File: config.mk
export PLATFORM = sky130hd
export DESIGN_NAME = some_vip_arbiter
export DESIGN_NICKNAME = d
export VERILOG_FILES = /design/src/rtl/some_vip_arbiter.sv
export SDC_FILE = /design/constraint.sdc
export NUM_CORES = 1
export LEC_CHECK = 0
export CORE_MARGIN = 2
export CORE_UTILIZATION = 37
export CTS_CLUSTER_SIZE = 24
export DETAILED_ROUTE_END_ITERATION = 12
export GPL_ROUTABILITY_DRIVEN = 0
export PLACE_DENSITY_LB_ADDON = 0.3
export SLEW_MARGIN = 10
export SYNTH_ARGS = -nofsm -noshare
export SYNTH_HDL_FRONTEND = slang
export SYNTH_SLANG_ARGS = --single-unit
File: constraint.sdc
create_clock -name clk -period 1.7 [get_ports clk]
set_input_delay 0.255 -clock clk [delete_from_list [all_inputs] [get_ports clk]]
set_output_delay 0.255 -clock clk [all_outputs]
set_load 0.005 [all_outputs]
File: src/rtl/some_vip_arbiter.sv
// Round-robin arbiter sharing one valid/ready byte channel of the DUT
// between N_REQ requesters. A grant lasts at most MAX_BURST accepted beats
// or until the granted requester drops valid. The byte the DUT returns for
// each beat is routed back to the requester that issued it, two cycles after
// the transfer.
module some_vip_arbiter #(
  parameter int N_REQ     = 4,
  parameter int DATA_W    = 8,
  parameter int MAX_BURST = 4
) (
  input  logic                    clk,
  input  logic                    rst_n,
  input  logic [N_REQ-1:0]        req_valid_i,
  input  logic [N_REQ*DATA_W-1:0] req_data_i,
  output logic [N_REQ-1:0]        req_ready_o,
  output logic                    dut_valid_o,
  output logic [DATA_W-1:0]       dut_data_o,
  input  logic                    dut_ready_i,
  input  logic [DATA_W-1:0]       dut_data_i,
  output logic [N_REQ-1:0]        rsp_valid_o,
  output logic [DATA_W-1:0]       rsp_data_o,
  output logic [N_REQ-1:0]        grant_o,
  output logic                    busy_o
);

  localparam int IDX_W = $clog2(N_REQ);
  localparam int CNT_W = $clog2(MAX_BURST + 1);

  typedef enum logic {
    IDLE,
    GRANT
  } state_t;

  state_t             state;
  logic [IDX_W-1:0]   gnt_idx;
  logic [IDX_W-1:0]   last_gnt;
  logic [CNT_W-1:0]   beat_cnt;
  logic [IDX_W-1:0]   next_idx;
  logic               found;
  logic               xfer;

  logic               s1_valid;
  logic [IDX_W-1:0]   s1_idx;
  logic               s2_valid;
  logic [IDX_W-1:0]   s2_idx;
  logic [DATA_W-1:0]  s2_data;

  // Round-robin search: first requesting index strictly after last_gnt, with wrap.
  always_comb begin
    // NOTE: every combinational output gets a default before any conditional
    // assignment, otherwise the tool infers a latch to hold the old value.
    next_idx = '0;
    found    = 1'b0;
    for (int k = 1; k <= N_REQ; k++) begin
      if (!found && req_valid_i[(int'(last_gnt) + k) % N_REQ]) begin
        found    = 1'b1;
        next_idx = IDX_W'((int'(last_gnt) + k) % N_REQ);
      end
    end
  end

  // Combinational forwarding between the granted requester and the DUT port.
  always_comb begin
    req_ready_o = '0;
    dut_valid_o = 1'b0;
    dut_data_o  = '0;
    grant_o     = '0;
    busy_o      = 1'b0;
    if (state == GRANT) begin
      dut_valid_o          = req_valid_i[gnt_idx];
      dut_data_o           = req_data_i[gnt_idx*DATA_W +: DATA_W];
      req_ready_o[gnt_idx] = dut_ready_i;
      grant_o[gnt_idx]     = 1'b1;
      busy_o               = 1'b1;
    end
  end

  assign xfer = dut_valid_o & dut_ready_i;

  // Grant FSM: pick a winner in IDLE, count beats and release in GRANT.
  always_ff @(posedge clk or negedge rst_n) begin
    if (!rst_n) begin
      state    <= IDLE;
      gnt_idx  <= '0;
      last_gnt <= IDX_W'(N_REQ - 1);
      beat_cnt <= '0;
    end else begin
      // NOTE: sequential state uses non-blocking assignments so every
      // register samples the pre-edge values, independent of statement order.
      case (state)
        IDLE: begin
          if (found) begin
            gnt_idx  <= next_idx;
            beat_cnt <= '0;
            state    <= GRANT;
          end
        end
        GRANT: begin
          if (!req_valid_i[gnt_idx]) begin
            state    <= IDLE;
            last_gnt <= gnt_idx;
          end else if (xfer) begin
            if (beat_cnt == CNT_W'(MAX_BURST - 1)) begin
              beat_cnt <= CNT_W'(MAX_BURST);
              state    <= IDLE;
              last_gnt <= gnt_idx;
            end else begin
              beat_cnt <= beat_cnt + CNT_W'(1);
            end
          end
        end
        default: state <= IDLE;
      endcase
    end
  end

  // Response pipeline: stage 1 remembers who transferred, stage 2 captures the DUT byte.
  always_ff @(posedge clk or negedge rst_n) begin
    if (!rst_n) begin
      s1_valid <= 1'b0;
      s1_idx   <= '0;
      s2_valid <= 1'b0;
      s2_idx   <= '0;
      s2_data  <= '0;
    end else begin
      s1_valid <= xfer;
      s1_idx   <= gnt_idx;
      s2_valid <= s1_valid;
      s2_idx   <= s1_idx;
      s2_data  <= s1_valid ? dut_data_i : '0;
    end
  end

  // One-hot response strobe decoded from stage 2.
  always_comb begin
    rsp_valid_o = '0;
    if (s2_valid) rsp_valid_o[s2_idx] = 1'b1;
  end

  assign rsp_data_o = s2_data;

endmodule
==> results.txt <==
The run finished, with violations left. The final reports fail on negative setup slack. The layout overhead on the synthesized area came out at 93.5%. The area taken by flip-flops and latches was 553 um^2. TritonCTS built the clock tree. The number of ports placed on the die boundary is 77, and the count of cell types in the netlist is 32. Summed over all layers, the routed wires come to 4.02 mm.

Including well taps, the total number of placed cells is 247. For this run, design rule violations remaining after detail routing come to 0. The data arrival time of the critical path is 1690 ps. STA classifies the critical path startpoint as a flip-flop. Number of max-cap violations: 0.

The root buffer cell chosen for the clock tree is sky130_fd_sc_hd__clkbuf_4. The run gives 6.60 mm as the first-pass GRT wire length. The via count of the first global-routing pass was 1395. The number of fill cells is 247, and the setup total negative slack is -2290 ps. The transition time at the pin with the least slew margin was 313 ps; the number of synthesis warnings was 0.

The worst setup margin is -241 ps, and the per-cell via count in the routed design is 4.89. The horizontal extent of the die is 62.3 um, and the minimum clock period is 1940 ps. Setup violations remaining at the end of the flow were counted as 18.

The mean routed wirelength per cell is 15.0 um. The sequential share of the synthesized area was 44.0%. During placement, the flow inserted port buffers numbering 76. The run gives 1240 uV as the worst-case vdd ir drop. Endpoint kind of the worst setup timing path: a primary output.

The number of antenna repair diodes was 0. Global routing finished with a remaining overflow of 0. For the initial antenna violation count, the log shows 0. The static leakage is 1.11 nW, and the highest net fanout along the worst path is 5. Clock-pin slew was measured on the worst setup and hold paths at 120 ps. In the finished design, the share of the clock period the worst path needs comes to 114%. From bottom edge to top edge, the die measures 62.3 um. After synthesis, the largest area contributor takes up 39.8% of total cell area. Measured against its own limit, the worst slew margin works out to 79.0%. Number of clock buffers inserted by TritonCTS: 3. The launch instance of the worst register-to-register path was gnt_idx[0]. The worst setup path is of the flip-flop to primary output kind. The number of instances in the synthesized netlist is 113, and the flop and latch count out of synthesis is 22. Total clock sinks: 22. The HPWL after detailed placement is 2.91 mm. The maximum clock path buffer count is 2. Setup repair after global routing could not meet its margin everywhere. For the worst setup path, the data required time is 1440 ps. The run gives 0.00331 mm^2 as the placeable core region.

The number of placement rows is 21, and the net count after synthesis is 162. Leading area contributor after synthesis: sky130_fd_sc_hd__dfrtp_1. For the maximum number of pins on one net before global-route repair, the log shows 23.

Summing all multi-input logic gate instances after layout gives 719 um^2. The mean instance size in the synthesized netlist was 11.1 um^2. The number of H-tree levels came out at 1. For this configuration, the core starts out at a cell density of 38.0%.

The run gives 300 ps as the clock latency on the worst-skew pair. In the final layout, the share of cells above drive strength 1 is 39.0%. The overall track demand over capacity in global routing is 22.0%, and the number of routed nets with antenna violations is 0. For the non-filler instance count after layout, the log shows 269. The logs give 4 for the first-pass detailed-route iteration total and 1315 for the via count. Between clock sinks in the finished design, the worst skew comes to 1.66 ps.

The number of design-rule violations left by the first detailed-router iteration was 44. In this run the worst setup path begins at gnt_idx[0]. The count of pins over their slew limit came out at 0. After the last flow step, the layout net total stands at 273. Static timing analysis puts the maximum clock frequency at 515 MHz. The floorplan step defined a die boundary enclosing 0.00388 mm^2. Summing every instance area after synthesis gives 0.00126 mm^2. Ranked by total cell area, the synthesized netlist is headed by sky130_fd_sc_hd__dfrtp_1 (40%), sky130_fd_sc_hd__mux4_2 (14%), sky130_fd_sc_hd__and2_1 (8.5%).

Count of final hold-check violations: 0. The min-delay analysis places its worst path in the category input pin to async pin. Once layout is complete, the utilization of the core stands at 73.5%.

Power spread over the standard cell area amounts to 1480 mW/mm^2.
==> placed cells by master (no fill, tap or decap), types with 2 or more instances in the layout <==
| master | n |
|---|---|
| sky130_fd_sc_hd__clkdlybuf4s50_1 | 57 |
| sky130_fd_sc_hd__buf_4 | 22 |
| sky130_fd_sc_hd__dfrtp_1 | 20 |
| sky130_fd_sc_hd__buf_6 | 19 |
| sky130_fd_sc_hd__and2_1 | 13 |
| sky130_fd_sc_hd__buf_2 | 10 |
| sky130_fd_sc_hd__nor2_1 | 9 |
| sky130_fd_sc_hd__nand2_1 | 9 |
| sky130_fd_sc_hd__mux4_2 | 8 |
| sky130_fd_sc_hd__and2_4 | 4 |
| sky130_fd_sc_hd__inv_1 | 4 |
| sky130_fd_sc_hd__o21ai_1 | 4 |
| sky130_fd_sc_hd__a21oi_1 | 3 |
| sky130_fd_sc_hd__clkbuf_4 | 3 |
| sky130_fd_sc_hd__clkbuf_2 | 3 |
| sky130_fd_sc_hd__nor2_2 | 2 |
| sky130_fd_sc_hd__nor3b_1 | 2 |
| sky130_fd_sc_hd__mux2i_4 | 2 |
| sky130_fd_sc_hd__mux2_4 | 2 |
| sky130_fd_sc_hd__ha_1 | 2 |
| sky130_fd_sc_hd__dfstp_2 | 2 |
==> report_power, final <==
| group | total [mW] | leakage, nW | switching (mW) | internal, mW |
|---|---|---|---|---|
| registers | 0.863 | 0.282 | 0.143 | 0.721 |
| clock network | 0.395 | 0.0279 | 0.156 | 0.238 |
| logic | 2.34 | 0.795 | 0.904 | 1.43 |
==> through the flow <==
stage / setup slack (ps) / cell area [um^2] / power [mW] / hold slack, ps
6_report: -241 / 2430 / 3.59 / 282
3_5_place_dp: -308 / 2170 / 2.65 / 336
3_3_place_gp: -264 / 2170 / 2.58 / 331
2_1_floorplan: 161 / 1260 / 1.76 / -40.6
4_1_cts: -259 / 2370 / 3.41 / 273
5_1_grt: -312 / 2430 / 3.83 / 303
==> flip-flops by register name (all words and copies together) (netlist names) <==
signal / flops
beat_cnt: 3
gnt_idx: 2
last_gnt: 2
rsp_data_o: 8
s1_idx: 2
s1_valid: 1
s2_idx: 2
s2_valid: 1
state: 1
==> kinds of logic after synthesis <==
group	synth area share, %
multiplexers	20.2
buffers and inverters	4.98
flip-flops	44.0
adder cells (fa/ha/maj)	1.99
AO/OA/AOI/OAI	7.26
AND/OR/NAND/NOR	21.6
==> timing repair <==
| action | in CTS | in global routing |
|---|---|---|
| pin swaps | 11 | 6 |
| resized for setup | 81 | 23 |
| setup buffers | 15 | 6 |
| hold buffers | 0 | 0 |
| setup endpoints to repair | 19 | 24 |
==> path summary, 6_finish.rpt <==
| kind | end | slack, ps | depth (start not counted) |
|---|---|---|---|
| max | dut_data_o[1] | -240 | 5 |
| min | beat_cnt[0] | 280 | 2 |
| max reg2reg | beat_cnt[1] | -40 | 9 |
| min reg2reg | s2_idx[1] | 360 | 0 |
| max in group asynchronous | last_gnt[1] | 1140 | 2 |
| min in group clk | s2_idx[1] | 360 | 0 |
==> cells in the mapped netlist, drive strengths merged <==
cell type  number
mux2i           4
nor2           11
a21oi           5
and2           17
o22ai           2
and3            1
nand3b          1
nor4            1
mux4            8
o21ai           4
nand2b          1
or2             1
nand3           2
buf             5
nor3            3
dfstp           2
inv             4
nand4b          1
nor3b           2
dfrtp          20
ha              2
clkbuf          2
mux2            2
a22oi           1
nand2          10
a31o            1
==> routing by layer <==
metal	wire length (um)	part of all wire [%]	track usage, %	up-vias
li1	-	-	-	615
met1	1400	35	22.9	660
met2	2420	60	43.6	34
met3	131	3.3	3.62	6
met4	68	1.7	8.61	0
met5	0	0	0	-
==> cell type report <==
cell class                      instances  area share [%]
Clock buffer                            3           0.925
Clock inverter                          1            1.23
Inverter                                4           0.617
Timing Repair Buffer                  113            42.6
Sequential cell                        22            22.7
Tap cell                               46            2.37
Multi-Input combinational cell         80            29.6
==> worst max-delay path, stage by stage (launching register included) <==
cell                      delay, ps
sky130_fd_sc_hd__dfrtp_1        400
sky130_fd_sc_hd__buf_6          140
sky130_fd_sc_hd__buf_6          100
sky130_fd_sc_hd__mux4_2         480
sky130_fd_sc_hd__and2_4         150
sky130_fd_sc_hd__buf_6          110
Note: power is estimated with default switching activity, not from simulation.
